### src/rtl/conv_pkg.sv
`default_nettype none
// ============================================================================
// Module      : conv_pkg
// Description : Shared helpers for the conv unit. Provides the compile-time
//               log2 used to size the adder tree, lane-count and slice-offset
//               helpers for the flattened tree bus, and the saturate/truncate
//               functions used on the output stage.
// Revision    : 1.0 - initial release
// ============================================================================
package conv_pkg;

  // Widest value handled by the saturation helpers; ACC_W must not exceed it.
  localparam int MAX_W = 64;

  // Ceiling log2, usable in localparam context.
  function automatic int clog2(input int n);
    int r;
    int v;
    r = 0;
    v = 1;
    while (v < n) begin
      v = v << 1;
      r = r + 1;
    end
    return r;
  endfunction

  // Product (lane) width for a given operand width.
  function automatic int pw_of(input int width);
    return 2 * width;
  endfunction

  // Number of lanes entering tree level k: ceil(n / 2^k).
  function automatic int lanes_at(input int n, input int k);
    return (n + (1 << k) - 1) >> k;
  endfunction

  // Bit offset of level k inside the flattened tree bus. Level j holds
  // lanes_at(n, j) lanes, each pw + j bits wide.
  function automatic int level_off(input int n, input int pw, input int k);
    int off;
    off = 0;
    for (int j = 0; j < k; j++) begin
      off = off + lanes_at(n, j) * (pw + j);
    end
    return off;
  endfunction

  // Clamp to the signed out_w range when sat_en is set. Otherwise the value
  // is passed through and the caller's width cast performs the wrap.
  function automatic logic signed [MAX_W-1:0] sat_trunc(
    input logic signed [MAX_W-1:0] value,
    input int                      out_w,
    input bit                      sat_en
  );
    logic signed [MAX_W-1:0] hi;
    logic signed [MAX_W-1:0] lo;
    hi = (64'sd1 <<< (out_w - 1)) - 64'sd1;
    lo = -(64'sd1 <<< (out_w - 1));
    if (sat_en && (value > hi)) return hi;
    if (sat_en && (value < lo)) return lo;
    return value;
  endfunction

  // High when sat_trunc would clip the value.
  function automatic logic sat_clips(
    input logic signed [MAX_W-1:0] value,
    input int                      out_w,
    input bit                      sat_en
  );
    logic signed [MAX_W-1:0] hi;
    logic signed [MAX_W-1:0] lo;
    hi = (64'sd1 <<< (out_w - 1)) - 64'sd1;
    lo = -(64'sd1 <<< (out_w - 1));
    return sat_en && ((value > hi) || (value < lo));
  endfunction

endpackage
`default_nettype wire

### src/rtl/conv_adder_tree_pipe_if.sv
`default_nettype none
// ============================================================================
// Module      : conv_adder_tree_pipe_if
// Description : Beat-in / result-out bundle of the pipelined conv adder tree.
//               Ports: in_valid/in_ready/in_first/in_last/in_data/bias (beat
//               side), out_valid/out_ready/out_data/out_sat (result side).
//               master = producer/consumer around the block, slave = block.
// Revision    : 1.0 - initial release
// ============================================================================
interface conv_adder_tree_pipe_if #(
  parameter int NUM_IN = 9,
  parameter int PW     = 18,
  parameter int OUT_W  = 18
);
  logic                   in_valid;
  logic                   in_ready;
  logic                   in_first;
  logic                   in_last;
  logic [NUM_IN*PW-1:0]   in_data;
  logic [PW-1:0]          bias;
  logic                   out_valid;
  logic                   out_ready;
  logic [OUT_W-1:0]       out_data;
  logic                   out_sat;

  modport master (
    output in_valid, in_first, in_last, in_data, bias, out_ready,
    input  in_ready, out_valid, out_data, out_sat
  );

  modport slave (
    input  in_valid, in_first, in_last, in_data, bias, out_ready,
    output in_ready, out_valid, out_data, out_sat
  );
endinterface
`default_nettype wire

### src/rtl/adder_tree_stage.sv
`default_nettype none
// ============================================================================
// Module      : adder_tree_stage
// Description : One registered reduction level. Adds lane pairs after sign
//               extension by one bit (cannot overflow); an odd last lane is
//               passed through. valid/first/last/bias ride along unchanged.
//               Ports: clk, rst_n, en, in_* (IN_N lanes of IN_W bits),
//               out_* (ceil(IN_N/2) lanes of IN_W+1 bits).
// Revision    : 1.0 - initial release
// ============================================================================
module adder_tree_stage #(
  parameter  int IN_N   = 9,
  parameter  int IN_W   = 18,
  parameter  int BIAS_W = 18,
  localparam int OUT_N  = (IN_N + 1) / 2,
  localparam int OUT_LW = IN_W + 1
) (
  input  logic                    clk,
  input  logic                    rst_n,
  input  logic                    en,
  input  logic                    in_valid,
  input  logic                    in_first,
  input  logic                    in_last,
  input  logic [BIAS_W-1:0]       in_bias,
  input  logic [IN_N*IN_W-1:0]    in_data,
  output logic                    out_valid,
  output logic                    out_first,
  output logic                    out_last,
  output logic [BIAS_W-1:0]       out_bias,
  output logic [OUT_N*OUT_LW-1:0] out_data
);

  logic [OUT_N*OUT_LW-1:0] sum_c;

  for (genvar i = 0; i < OUT_N; i++) begin : g_pair
    logic signed [IN_W-1:0] lane_a;
    assign lane_a = in_data[2*i*IN_W +: IN_W];
    if (2*i + 1 < IN_N) begin : g_add
      logic signed [IN_W-1:0] lane_b;
      assign lane_b = in_data[(2*i+1)*IN_W +: IN_W];
      assign sum_c[i*OUT_LW +: OUT_LW] = OUT_LW'(lane_a) + OUT_LW'(lane_b);
    end else begin : g_pass
      assign sum_c[i*OUT_LW +: OUT_LW] = OUT_LW'(lane_a);
    end
  end

  always_ff @(posedge clk or negedge rst_n) begin
    if (!rst_n) begin
      out_valid <= 1'b0;
      out_first <= 1'b0;
      out_last  <= 1'b0;
      out_bias  <= '0;
      out_data  <= '0;
    end else if (en) begin
      out_valid <= in_valid;
      out_first <= in_first;
      out_last  <= in_last;
      out_bias  <= in_bias;
      out_data  <= sum_c;
    end
  end

endmodule
`default_nettype wire

### src/rtl/conv_adder_tree_pipe.sv
`default_nettype none
// ============================================================================
// Module      : conv_adder_tree_pipe
// Description : Pipelined conv adder tree. NUM_IN signed products per beat are
//               reduced over clog2(NUM_IN) registered levels, accumulated over
//               the first..last channel beats with a per-pixel bias, then
//               saturated (or wrapped) to OUT_W and offered on out_*.
//               Ports: clk, rst_n (async, active low), bus (slave modport of
//               conv_adder_tree_pipe_if carrying the beat and result streams).
// Revision    : 1.0 - initial release
// ============================================================================
module conv_adder_tree_pipe
  import conv_pkg::*;
#(
  parameter int WIDTH  = 9,
  parameter int NUM_IN = 9,
  parameter int ACC_W  = 32,
  parameter int OUT_W  = 18,
  parameter bit SAT_EN = 1'b1
) (
  input  logic                 clk,
  input  logic                 rst_n,
  conv_adder_tree_pipe_if.slave bus
);

  localparam int PW        = pw_of(WIDTH);
  localparam int L         = clog2(NUM_IN);
  localparam int SUM_W     = PW + L;
  localparam int TREE_BITS = level_off(NUM_IN, PW, L + 1);

  // Single global advance: the whole pipe moves or holds as one.
  logic adv;

  // All tree levels flattened into one bus; level k starts at level_off(k).
  logic [TREE_BITS-1:0] tree;
  logic [L:0]           lv_valid;
  logic [L:0]           lv_first;
  logic [L:0]           lv_last;
  logic [PW-1:0]        lv_bias [0:L];

  logic                    out_valid;
  logic [OUT_W-1:0]        out_data;
  logic                    out_sat;

  assign adv          = !out_valid || bus.out_ready;
  assign bus.in_ready = adv;
  assign bus.out_valid = out_valid;
  assign bus.out_data  = out_data;
  assign bus.out_sat   = out_sat;

  assign tree[NUM_IN*PW-1:0] = bus.in_data;
  assign lv_valid[0]         = bus.in_valid;
  assign lv_first[0]         = bus.in_first;
  assign lv_last[0]          = bus.in_last;
  assign lv_bias[0]          = bus.bias;

  for (genvar k = 0; k < L; k++) begin : g_lvl
    localparam int IN_N  = lanes_at(NUM_IN, k);
    localparam int IN_W  = PW + k;
    localparam int OUT_N = lanes_at(NUM_IN, k + 1);
    localparam int I_OFF = level_off(NUM_IN, PW, k);
    localparam int O_OFF = level_off(NUM_IN, PW, k + 1);

    adder_tree_stage #(
      .IN_N   (IN_N),
      .IN_W   (IN_W),
      .BIAS_W (PW)
    ) u_stage (
      .clk       (clk),
      .rst_n     (rst_n),
      .en        (adv),
      .in_valid  (lv_valid[k]),
      .in_first  (lv_first[k]),
      .in_last   (lv_last[k]),
      .in_bias   (lv_bias[k]),
      .in_data   (tree[I_OFF +: IN_N*IN_W]),
      .out_valid (lv_valid[k+1]),
      .out_first (lv_first[k+1]),
      .out_last  (lv_last[k+1]),
      .out_bias  (lv_bias[k+1]),
      .out_data  (tree[O_OFF +: OUT_N*(IN_W+1)])
    );
  end

  // ---------------- accumulate stage ----------------
  logic signed [SUM_W-1:0] tree_sum;
  logic signed [PW-1:0]    tree_bias;
  logic signed [ACC_W-1:0] acc;
  logic signed [ACC_W-1:0] acc_base;
  logic signed [ACC_W-1:0] acc_next;
  logic                    acc_open;
  logic                    acc_done;

  assign tree_sum  = tree[TREE_BITS-1 -: SUM_W];
  assign tree_bias = lv_bias[L];

  // A first beat restarts from the bias (dropping any open partial); a
  // continuation without an open pixel starts from zero and skips the bias.
  always_comb begin
    acc_base = '0;
    if (lv_first[L]) begin
      acc_base = ACC_W'(tree_bias);
    end else if (acc_open) begin
      acc_base = acc;
    end
    acc_next = acc_base + ACC_W'(tree_sum);
  end

  always_ff @(posedge clk or negedge rst_n) begin
    if (!rst_n) begin
      acc      <= '0;
      acc_open <= 1'b0;
      acc_done <= 1'b0;
    end else if (adv) begin
      acc_done <= lv_valid[L] && lv_last[L];
      if (lv_valid[L]) begin
        acc      <= acc_next;
        acc_open <= !lv_last[L] && (lv_first[L] || acc_open);
      end
    end
  end

  // ---------------- output stage ----------------
  // When adv is high the previous result is either absent or being taken
  // this cycle, so it may be overwritten without a gap cycle.
  always_ff @(posedge clk or negedge rst_n) begin
    if (!rst_n) begin
      out_valid <= 1'b0;
      out_data  <= '0;
      out_sat   <= 1'b0;
    end else if (adv) begin
      out_valid <= acc_done;
      if (acc_done) begin
        out_data <= OUT_W'(sat_trunc(MAX_W'(acc), OUT_W, SAT_EN));
        out_sat  <= sat_clips(MAX_W'(acc), OUT_W, SAT_EN);
      end
    end
  end

endmodule
`default_nettype wire
### src/flat_wrapper.sv
// flat-port wrapper written by rule: the top's interface ports become plain ports
module conv_adder_tree_pipe_flat import conv_pkg::*;
#(
  parameter int WIDTH  = 9,
  parameter int NUM_IN = 9,
  parameter int ACC_W  = 32,
  parameter int OUT_W  = 18,
  parameter bit SAT_EN = 1'b1
)
  (clk, rst_n, bus_in_valid, bus_in_first, bus_in_last, bus_in_data, bus_bias, bus_out_ready, bus_in_ready, bus_out_valid, bus_out_data, bus_out_sat);
  conv_adder_tree_pipe_if #(.NUM_IN(NUM_IN), .OUT_W(OUT_W)) bus_i ();
  input  logic clk;
  input  logic rst_n;
  input wire logic [$bits(bus_i.in_valid)-1:0] bus_in_valid;
  input wire logic [$bits(bus_i.in_first)-1:0] bus_in_first;
  input wire logic [$bits(bus_i.in_last)-1:0] bus_in_last;
  input wire logic [$bits(bus_i.in_data)-1:0] bus_in_data;
  input wire logic [$bits(bus_i.bias)-1:0] bus_bias;
  input wire logic [$bits(bus_i.out_ready)-1:0] bus_out_ready;
  output wire logic [$bits(bus_i.in_ready)-1:0] bus_in_ready;
  output wire logic [$bits(bus_i.out_valid)-1:0] bus_out_valid;
  output wire logic [$bits(bus_i.out_data)-1:0] bus_out_data;
  output wire logic [$bits(bus_i.out_sat)-1:0] bus_out_sat;
  assign bus_i.in_valid = bus_in_valid;
  assign bus_i.in_first = bus_in_first;
  assign bus_i.in_last = bus_in_last;
  assign bus_i.in_data = bus_in_data;
  assign bus_i.bias = bus_bias;
  assign bus_i.out_ready = bus_out_ready;
  assign bus_in_ready = bus_i.in_ready;
  assign bus_out_valid = bus_i.out_valid;
  assign bus_out_data = bus_i.out_data;
  assign bus_out_sat = bus_i.out_sat;
  conv_adder_tree_pipe #(.WIDTH(WIDTH), .NUM_IN(NUM_IN), .ACC_W(ACC_W), .OUT_W(OUT_W), .SAT_EN(SAT_EN)) u_core (.clk(clk), .rst_n(rst_n), .bus(bus_i));
endmodule
### config.mk
export PLATFORM = sky130hd
export DESIGN_NAME = conv_adder_tree_pipe_flat
export DESIGN_NICKNAME = d
export VERILOG_FILES = /design/src/rtl/conv_pkg.sv /design/src/rtl/conv_adder_tree_pipe_if.sv /design/src/rtl/adder_tree_stage.sv /design/src/rtl/conv_adder_tree_pipe.sv /design/src/flat_wrapper.sv
export SDC_FILE = /design/constraint.sdc
export NUM_CORES = 1
export LEC_CHECK = 0
export CAP_MARGIN = 20
export CORE_AREA = 2 2 169 254
export DETAILED_ROUTE_END_ITERATION = 16
export DIE_AREA = 0 0 171 256
export HOLD_SLACK_MARGIN = 0.02
export PLACE_DENSITY_LB_ADDON = 0.05
export SLEW_MARGIN = 10
export SYNTH_ARGS = -nofsm -noshare
export SYNTH_HDL_FRONTEND = slang
export SYNTH_SLANG_ARGS = --single-unit
### constraint.sdc
create_clock -name clk -period 3.6 [get_ports clk]
set_input_delay 0.54 -clock clk [delete_from_list [all_inputs] [get_ports clk]]
set_output_delay 0.54 -clock clk [all_outputs]
set_load 0.03 [all_outputs]
### Yosys cells after proc, flatten, opt, wreduce, memory -nomap -nowiden

Index checks and enable logic that the tools add are counted.

* register bits after elaboration: 351
* latch bits: 0
* memory bits (writable): 0
* memory bits (read-only): 0
* input port bits: 186
* output and inout bits: 21
* word-level logic and storage cells: 59
* memories: 0

* add/sub/neg operators: 9
* multipliers: 0
* div/mod/pow operators: 0
* magnitude comparators: 2
* equality and inequality tests: 0
* shifts and indexed selects: 0
* muxes and demuxes: 13
* bitwise operators: 0
* reduce and logical (&&, ||, !) cells: 9

Operator list (count)
* adder 18 x 18 -> 19 bit: 4
* 2-to-1 mux 18 bit: 4
* 2-to-1 mux 32 bit: 2
* adder 19 x 19 -> 20 bit: 2
* adder 32 x 22 -> 32 bit: 1
* greater-than comparator 32 x 18 -> 1 bit, second input constant: 1
* less-than comparator 32 x 18 -> 1 bit, second input constant: 1
* adder 21 x 18 -> 22 bit: 1
* adder 20 x 20 -> 21 bit: 1
* 2-to-1 mux 1 bit: 7
* AND reduction 2 bit: 2
* logical OR 1 bit: 3
* logical AND 1 bit: 2
* zero test 1 bit: 2

### Longest topological paths before layout

* depth after elaboration: 9
* depth in mapped cells: 16
* gate-level depth less buffers: 13

### By module

From an unflattened synthesis, not the netlist that was laid out.

* cell total of the unflattened synthesis: 2323
* area, all modules: 23019.6 µm²

Modules (own cells, without submodules)
* adder_tree_stage at u_core.g_lvl[0].u_stage: instances 1, cells each 839, area an instance 8012.7 µm², seq. area each 2877.8 µm²
* adder_tree_stage at u_core.g_lvl[1].u_stage: instances 1, cells each 434, area an instance 4782.1 µm², seq. area each 2001.9 µm²
* conv_adder_tree_pipe: instances 1, cells each 497, area an instance 4161.5 µm², seq. area each 1351.3 µm²
* adder_tree_stage at u_core.g_lvl[2].u_stage: instances 1, cells each 289, area an instance 3337.0 µm², seq. area each 1551.5 µm²
* adder_tree_stage at u_core.g_lvl[3].u_stage: instances 1, cells each 264, area an instance 2726.4 µm², seq. area each 1076.0 µm²

### Worst setup path after synthesis

No wires, ideal clock.

* kind: flip-flop to flip-flop
* from: reg u_core.g_lvl[3].u_stage.out_first
* to: reg u_core.acc[24]
* arrival time: 3.279 ns
* required time: 3.531 ns
* setup slack: 0.253 ns
* cell stages (with the launch flop): 17
* period minus slack after synthesis: 3.347 ns
* cell sequence: dfrtp_1 > nor2b_1 > clkbuf_1 > clkbuf_1 > a22o_1 > ha_1 > inv_1 > fa_1 > nor2b_2 > o2111ai_1 > nand4b_1 > a221oi_2 > a211o_1 > and2_1 > buf_6 > or4_1 > nand3_1

* word-level cells in the longest chain between the ends: 2

RTL lines
* from (decl): RTL line adder_tree_stage.sv:27 `output logic out_first,`
* from (signal assigned): RTL line adder_tree_stage.sv:56 `out_first <= in_first;`
* 2-to-1 mux 32 bit: RTL line conv_adder_tree_pipe.sv:101 `if (lv_first[L]) begin`
* adder 32 x 22 -> 32 bit: RTL line conv_adder_tree_pipe.sv:106 `acc_next = acc_base + ACC_W'(tree_sum);`
* to (signal assigned): RTL line conv_adder_tree_pipe.sv:117 `acc <= acc_next;`
* to (decl): RTL line conv_adder_tree_pipe.sv:88 `logic signed [ACC_W-1:0] acc;`

No other way between the ends.
A chain may end at the register's enable or synchronous reset.

### Worst setup path after layout

Ends and elaborated chain as after synthesis.

==> out/results.tsv <==
stage	metric	value	unit
clock_network	clk root buf	clkbuf_16	
power_and_ir_drop	switching part of the total power	42.56	%
clock_network	clk sinks	351	
routing	antenna-violating nets left	0	
global_route	first-pass GRT wire length	88590	µm
floorplan	# rows	92	
place	Port-buffer cells	206	
floorplan	I/O pin cnt	207	
floorplan	full die area	0.04378	mm²
sta	RSZ-0062 raised after global routing	no	
finish	share of layout cells above drive strength 1	4.847	%
power_and_ir_drop	clock group share of total power	16.3	%
power_and_ir_drop	Sequential Power Share	29.2	%
power_and_ir_drop	PD cells	929.7	mW/mm²
synthesis	adder-cell share of the synthesized area	11.44	%
finish	commonest non-fill, non-tap cells in the layout	nand2_1, dfrtp_1, a21oi_1, clkdlybuf4s50_1, ha_1	
finish	area delta synth->final	18.58	%
routing	Vias	18440	
finish	Design Area, Final	0.02586	mm²
power_and_ir_drop	Comb power frac	54.5	%
floorplan	Placeable Area	0.04167	mm²
place	placed wire-length estimate	40300	µm
global_route	initial antenna violation count	0	
routing	Post-Route WL	53500	µm
critical_path	CP Cell Sequence	buf_4, a22o_1, ha_1, inv_1, fa_1, nor2b_2, o2111ai_1, nand4b_1, a221oi_2, buf_4, a211o_1, and2_1, or4_1, nand3_1	
run_status	status	complete, but fails checks	
synthesis	main combinational cell family by area after synthesis	simple AND/OR/NAND/NOR gates	
synthesis	FFs w/ async S/R, synth	100.0	%
power_and_ir_drop	peak supply drop	0.3901	mV
sta	Worst slew margin	46.63	%
synthesis	post-synthesis cell count	2540	
clock_network	clock latency at the later pin of the worst-skew pair	540	ps
sta	minimum clock period	3282	ps
routing	post-detailed-route via-to-cell ratio	5.574	
synthesis	syn avg cell area	8.586	µm²
clock_network	cts hold-fix bufs	0	
critical_path	Critical Path Fanout Max	20	
power_and_ir_drop	Pleak	12.14	nW
clock_network	clock slew at reported path FFs	70	ps
sta	max-slew violations	0	
sta	Hold Worst Slack	-22.85	ps
global_route	largest net degree at the start of global routing	174	
clock_network	Num CTS Buffers	36	
sta	Final Skew	22.19	ps
global_route	GRT overflow	0	
power_and_ir_drop	internal power	0.01381	W
finish	commonest non-fill, non-tap cell in the layout	nand2_1	
place	gpl congestion	0.8739	
critical_path	CP required	4070	ps
sta	Final period util	91.18	%
critical_path	Arr. time, crit path	3750	ps
clock_network	Max Root-Sink Buffers	3	
critical_path	Crit. End Element	register	
synthesis	complex-gate fraction of the synthesized area	19.67	%
synthesis	EDFF count, synth	0	
sta	Final Hold Viols	3	
clock_network	post-CTS setup buffer count	0	
synthesis	Synth Area in XOR/XNOR	4.980	%
synthesis	Mapped Area	0.02181	mm²
routing	initial DRC count	999	
sta	slew at the pin closest to its max-slew limit	800.5	ps
floorplan	Die X	171	µm
routing	Initial DRT Pass Iterations	7	
finish	Diodes inserted	0	
routing	Residual DRC	0	
synthesis	Synth Net Count	2920	
floorplan	Die H	256	µm
run_status	failing checks	negative hold slack	
clock_network	PostCTS Resize Cnt	0	
critical_path	slowest cell delay on critical path	480	ps
critical_path	WS Path Type	register to register	
run	max cap viols	0	
clock_network	H-tree Lvls	2	
synthesis	Most used DFF post-synth	dfrtp_1	
global_route	gr usage total	24.67	%
critical_path	Startpoint Class	register	
routing	routed len/inst	16.17	µm
critical_path	crit path max-delay cell type	or4_1	
synthesis	post-synthesis sequential area ratio	40.27	%
synthesis	Yosys warnings	0	
synthesis	Synth cell types	74	
finish	Final #Nets	3104	
place	placed inst area	0.02463	mm²
worst_hold_path	Hold Path Class	primary input to asynchronous set/reset pin	
sta	highest clock rate	304.6	MHz
global_route	vias in the first global route	18470	
synthesis	post-synthesis mux area share	0.6138	%
synthesis	Post-Synth Simple-Gate Area	20.52	%
power_and_ir_drop	switching pwr	0.01023	W
sta	Setup TNS	0	ps
floorplan	Initial Utilization	52.34	%
synthesis	Seq cells post-synth	351	
clock_network	CTS tree	done	
critical_path	most used cell, CP	buf_4	
sta	endpoints failing setup	0	
## worst max-delay path: cells and delay by family, from the launching register on
family / cells / cell delay (ps)
AO/OA/AOI/OAI: 4 / 710
adder cells (fa/ha/maj): 2 / 570
buffers and inverters: 3 / 480
flip-flops: 1 / 360
AND/OR/NAND/NOR: 5 / 1100
## per-stage QoR
step                setup WS [ps]  util [%]  hold WS, ps  power (W)  cells
global route                128.7     62.06        45.42    0.02621   3308
finish                      317.5     62.06       -22.85    0.02404   3308
CTS                         271.7     62.06        31.34    0.02426   3308
floorplan                   252.7         -        244.4    0.01664   2540
detailed placement          77.85     59.10        455.7    0.02020   3250
global placement            135.4     59.10        451.7    0.01990   3250
## flip-flops by register name, summed over array words and instances (netlist names)
signal	flops
u_core.g_lvl.u_stage.out_data	213
u_core.g_lvl.u_stage.out_bias	72
u_core.acc	32
u_core.bus.out_data	18
u_core.g_lvl.u_stage.out_first	4
u_core.g_lvl.u_stage.out_last	4
u_core.g_lvl.u_stage.out_valid	4
u_core.acc_done	1
u_core.acc_open	1
u_core.bus.out_sat	1
u_core.bus.out_valid	1
## per-layer routing
layer	up-vias	routed length (µm)	global-route usage, %	share of wire (%)
met1	8800	20920	27.50	39
met5	-	0	0	0
met4	0	2185	10.19	4.1
met2	294	29190	47.11	55
met3	97	1210	2.180	2.3
li1	9249	-	-	-
## kinds of logic (layout without fill, tap and decap cells)
family | count (synthesis) | in the layout
simple gates | 1050 | 1050
compound gates | 664 | 664
flops | 351 | 351
fa+ha+maj | 194 | 194
buf+inv | 144 | 348
xor+xnor | 124 | 124
mux | 13 | 13
## power groups by stage
stage / logic, W / registers [W] / clock network, W
6_report: 0.0131 / 0.00702 / 0.00391
5_1_grt: 0.0148 / 0.00722 / 0.00416
4_1_cts: 0.0132 / 0.00705 / 0.00401
3_5_place_dp: 0.0131 / 0.00711 / 0
3_3_place_gp: 0.0128 / 0.00708 / 0
2_1_floorplan: 0.00995 / 0.00669 / 0
## layout make-up
cell class,instances,area (µm²)
Multi-Input combinational cell,2045,12490
Clock buffer,46,1008
Tap cell,564,705.7
Inverter,41,161.4
Sequential cell,351,8783
Timing Repair Buffer,249,2490
Clock inverter,12,224.0
Fill cell,3736,15810
## synth_stat cells (19+ instances only)
master	n	area [µm²]
clkbuf_1	90	337.8
nor2_1	183	686.9
ha_1	185	2315
o21a_1	27	202.7
a21o_1	83	623.1
o21bai_1	23	172.7
nor3_1	37	185.2
o211ai_1	24	180.2
a22o_1	20	175.2
a211oi_1	25	187.7
xor2_1	59	516.8
o21ai_0	119	595.6
o31ai_1	25	187.7
dfrtp_1	351	8783
a31oi_1	22	137.6
nand3_1	34	170.2
nand2_1	647	2429
xnor2_1	65	569.3
a21oi_1	214	1071
nor3b_1	20	150.1
and3_1	19	118.9
inv_1	41	153.9
## path summary, 6_finish.rpt
check	startpoint	endpoint	slack, ps	cells after the start
worst max-delay path	u_core.g_lvl[3].u_stage.out_first$_DFFE_PN0N_	u_core.acc[24]$_DFFE_PN0P_	320	14
worst min-delay path	rst_n	u_core.acc[25]$_DFFE_PN0P_	-20	1
worst max register to register	u_core.g_lvl[3].u_stage.out_first$_DFFE_PN0N_	u_core.acc[24]$_DFFE_PN0P_	320	14
worst min register to register	u_core.g_lvl[1].u_stage.out_data[42]$_DFFE_PN0N_	u_core.g_lvl[2].u_stage.out_data[23]$_DFFE_PN0N_	460	2
max in group asynchronous	rst_n	u_core.g_lvl[1].u_stage.out_data[40]$_DFFE_PN0N_	2530	2
min in group clk	u_core.g_lvl[1].u_stage.out_data[42]$_DFFE_PN0N_	u_core.g_lvl[2].u_stage.out_data[23]$_DFFE_PN0N_	460	2
(Power assumes the default switching activity.)
==> RTL edit, RTL diff (same flow settings) <==
`SAT_EN` is set to 1'b1 in 2 places; all go to 1'b0.
--- a/src/rtl/conv_adder_tree_pipe.sv
+++ b/src/rtl/conv_adder_tree_pipe.sv
@@ -17,5 +17,5 @@
   parameter int ACC_W  = 32,
   parameter int OUT_W  = 18,
-  parameter bit SAT_EN = 1'b1
+  parameter bit SAT_EN = 1'b0
 ) (
   input  logic                 clk,
--- a/src/flat_wrapper.sv
+++ b/src/flat_wrapper.sv
@@ -6,5 +6,5 @@
   parameter int ACC_W  = 32,
   parameter int OUT_W  = 18,
-  parameter bit SAT_EN = 1'b1
+  parameter bit SAT_EN = 1'b0
 )
   (clk, rst_n, bus_in_valid, bus_in_first, bus_in_last, bus_in_data, bus_bias, bus_out_ready, bus_in_ready, bus_out_valid, bus_out_data, bus_out_sat);
Behaviour: not the same (Yosys sat finds a counterexample within 10 cycles, from zero or initial values and one cycle with rst_n low).
==> RTL edit against the original RTL <==
- global-route usage is 1.5 points lower
- synthesized area is 11% lower
- total power is 14% lower
- setup slack better by 0.23 ns
- critical path type unchanged
- highest routed layer unchanged
- worst hold slack better by 0.032 ns
- combinational power is 21% lower
- wire length is 5.2% lower
- sequential cell count is 30 lower
- final area is 10% lower
- die area stayed put
==> RTL edit: results (changes against the original RTL) <==
largest registers: u_core.g_lvl.u_stage.out_data x198, u_core.g_lvl.u_stage.out_bias x72 (was u_core.g_lvl.u_stage.out_data x213, u_core.g_lvl.u_stage.out_bias x72, u_core.acc x32)
RD Place Congestion: 0.863 (was 0.874)
Leak: 0.0107 uW (was 0.0121 uW)
layout cells sized above 1: 4.93% (was 4.85%)
global-route wire length before repair: 82.1 mm (was 88.6 mm)
global-route track usage on met3: 2.55% (was 2.18%)
wire length per cell after detailed routing: 16.9 um (was 16.2 um)
CTS Buf Count: 35 (was 36)
CTS Root Buffer Type: sky130_fd_sc_hd__clkbuf_16 (unchanged)
# fillers: 3,962 (was 3,736)
worst slew slack as a fraction of its limit: 40.4% (was 46.6%)
via count: 16,529 (was 18,440)
Setup Skew: 0.0190 ns (was 0.0222 ns)
met1 Track Usage GR: 24.9% (was 27.5%)
Worst EP arrival: 3.46 ns (was 3.75 ns)
overall track demand over capacity in global routing: 23.2% (was 24.7%)
run status: finished, final reports clean (was finished with violations)
worst hold-check slack: 0.00962 ns (was -0.0228 ns)
number of nets in the synthesized netlist: 2,594 (was 2,920)
met2 track utilization from global routing: 43.9% (was 47.1%)
detailed router's first-iteration violation count: 836 (was 999)
Seq/Total Area, Yosys: 41.4% (was 40.3%)
Reg2Reg Capture Point: u_core.acc[16] (was u_core.acc[24])
first drt pass iteration count: 5 (was 7)
maximum number of pins on one net before global-route repair: 138 (was 174)
maximum VDD drop: 0.400 mV (was 0.390 mV)
maximum fanout count along the critical path: 14 (was 20)
Total Nets Final: 2,760 (was 3,104)
setup slack of the most critical reg-to-reg path: 0.55 ns (was 0.32 ns)
count of input and output buffers: 205 (was 206)
switching fraction of total power: 42.1% (was 42.6%)
leading post-synthesis cells by cell area: sky130_fd_sc_hd__dfrtp_1 (41%), sky130_fd_sc_hd__nand2_1 (12%), sky130_fd_sc_hd__ha_1 (9.9%) (was sky130_fd_sc_hd__dfrtp_1 (40%), sky130_fd_sc_hd__nand2_1 (11%), sky130_fd_sc_hd__ha_1 (11%))
HPWL after DPL: 38.4 mm (was 40.3 mm)
==> RTL edit: critical path: stages, from the launching register on <==
cell and delay (ns):
sky130_fd_sc_hd__dfrtp_1 0.34, sky130_fd_sc_hd__buf_4 0.20, sky130_fd_sc_hd__nor2b_1 0.14, sky130_fd_sc_hd__a22o_1 0.23, sky130_fd_sc_hd__ha_1 0.22, sky130_fd_sc_hd__fa_1 0.43
sky130_fd_sc_hd__a211oi_1 0.36, sky130_fd_sc_hd__o21ai_0 0.16, sky130_fd_sc_hd__a21oi_1 0.35, sky130_fd_sc_hd__o221ai_1 0.22, sky130_fd_sc_hd__xnor2_1 0.19, sky130_fd_sc_hd__o21ai_0 0.09
==> RTL edit: metrics by stage <==
stage	util (%)	instance area, sq um	std cells	setup slack [ns]
3_5_place_dp	53.0	22100	2939	0.190
6_report	55.8	23300	2999	0.550
3_3_place_gp	53.0	22100	2939	0.232
5_1_grt	55.8	23300	2999	0.218
2_1_floorplan	-	19400	2246	0.764
4_1_cts	55.8	23300	2999	0.560
==> RTL edit: kinds of logic (layout without fill, tap and decap cells) <==
group	Yosys count	after routing	share of synthesized area (%)
DFF	321	321	41.4
adders and majority gates	162	162	10.8
AOI/OAI and AO/OA	582	582	19.2
muxes	21	21	1.20
and+or+nand+nor	923	923	20.4
buffers and inverters	142	331	2.76
xor gates and xnor gates	94	94	4.24
other	1	1	0.0193
==> RTL edit: power groups by stage <==
stage | registers (uW) | logic, uW | clock network (uW)
2_1_floorplan | 6100 | 7800 | 0
3_3_place_gp | 6540 | 10300 | 0
3_5_place_dp | 6570 | 10400 | 0
4_1_cts | 6520 | 10500 | 3780
5_1_grt | 6630 | 11800 | 3940
6_report | 6480 | 10400 | 3680
==> RTL edit: layout make-up <==
class | instances | area, sq um | area share, %
clock inverters | 13 | 188 | 0.807
clock buffers | 47 | 991 | 4.26
well taps | 564 | 706 | 3.03
flip-flops and latches | 321 | 8030 | 34.5
multi-input cells | 1783 | 10900 | 46.7
inverters | 42 | 165 | 0.710
repair buffers | 229 | 2320 | 9.99
==> RTL edit: metal layers <==
metal	vias to the layer above	part of all wire, %
met5	-	0
met4	0	5.6
met3	116	2.7
met2	283	54
met1	7885	38
li1	8245	-
==> RTL edit: worst max-delay path by stage <==
stage,cells after the start,endpoint,slack [ns],start
finish,11,u_core.acc[16],0.55,u_core.g_lvl[3].u_stage.out_first
global route,10,u_core.acc[13],0.22,u_core.g_lvl[3].u_stage.out_first
CTS,11,u_core.acc[16],0.56,u_core.g_lvl[3].u_stage.out_first
detailed placement,9,u_core.g_lvl[0].u_stage.out_data[54],0.19,bus_in_data[72]
global placement,9,u_core.g_lvl[0].u_stage.out_data[54],0.23,bus_in_data[72]
floorplan,8,u_core.g_lvl[0].u_stage.out_data[54],0.76,bus_in_data[72]
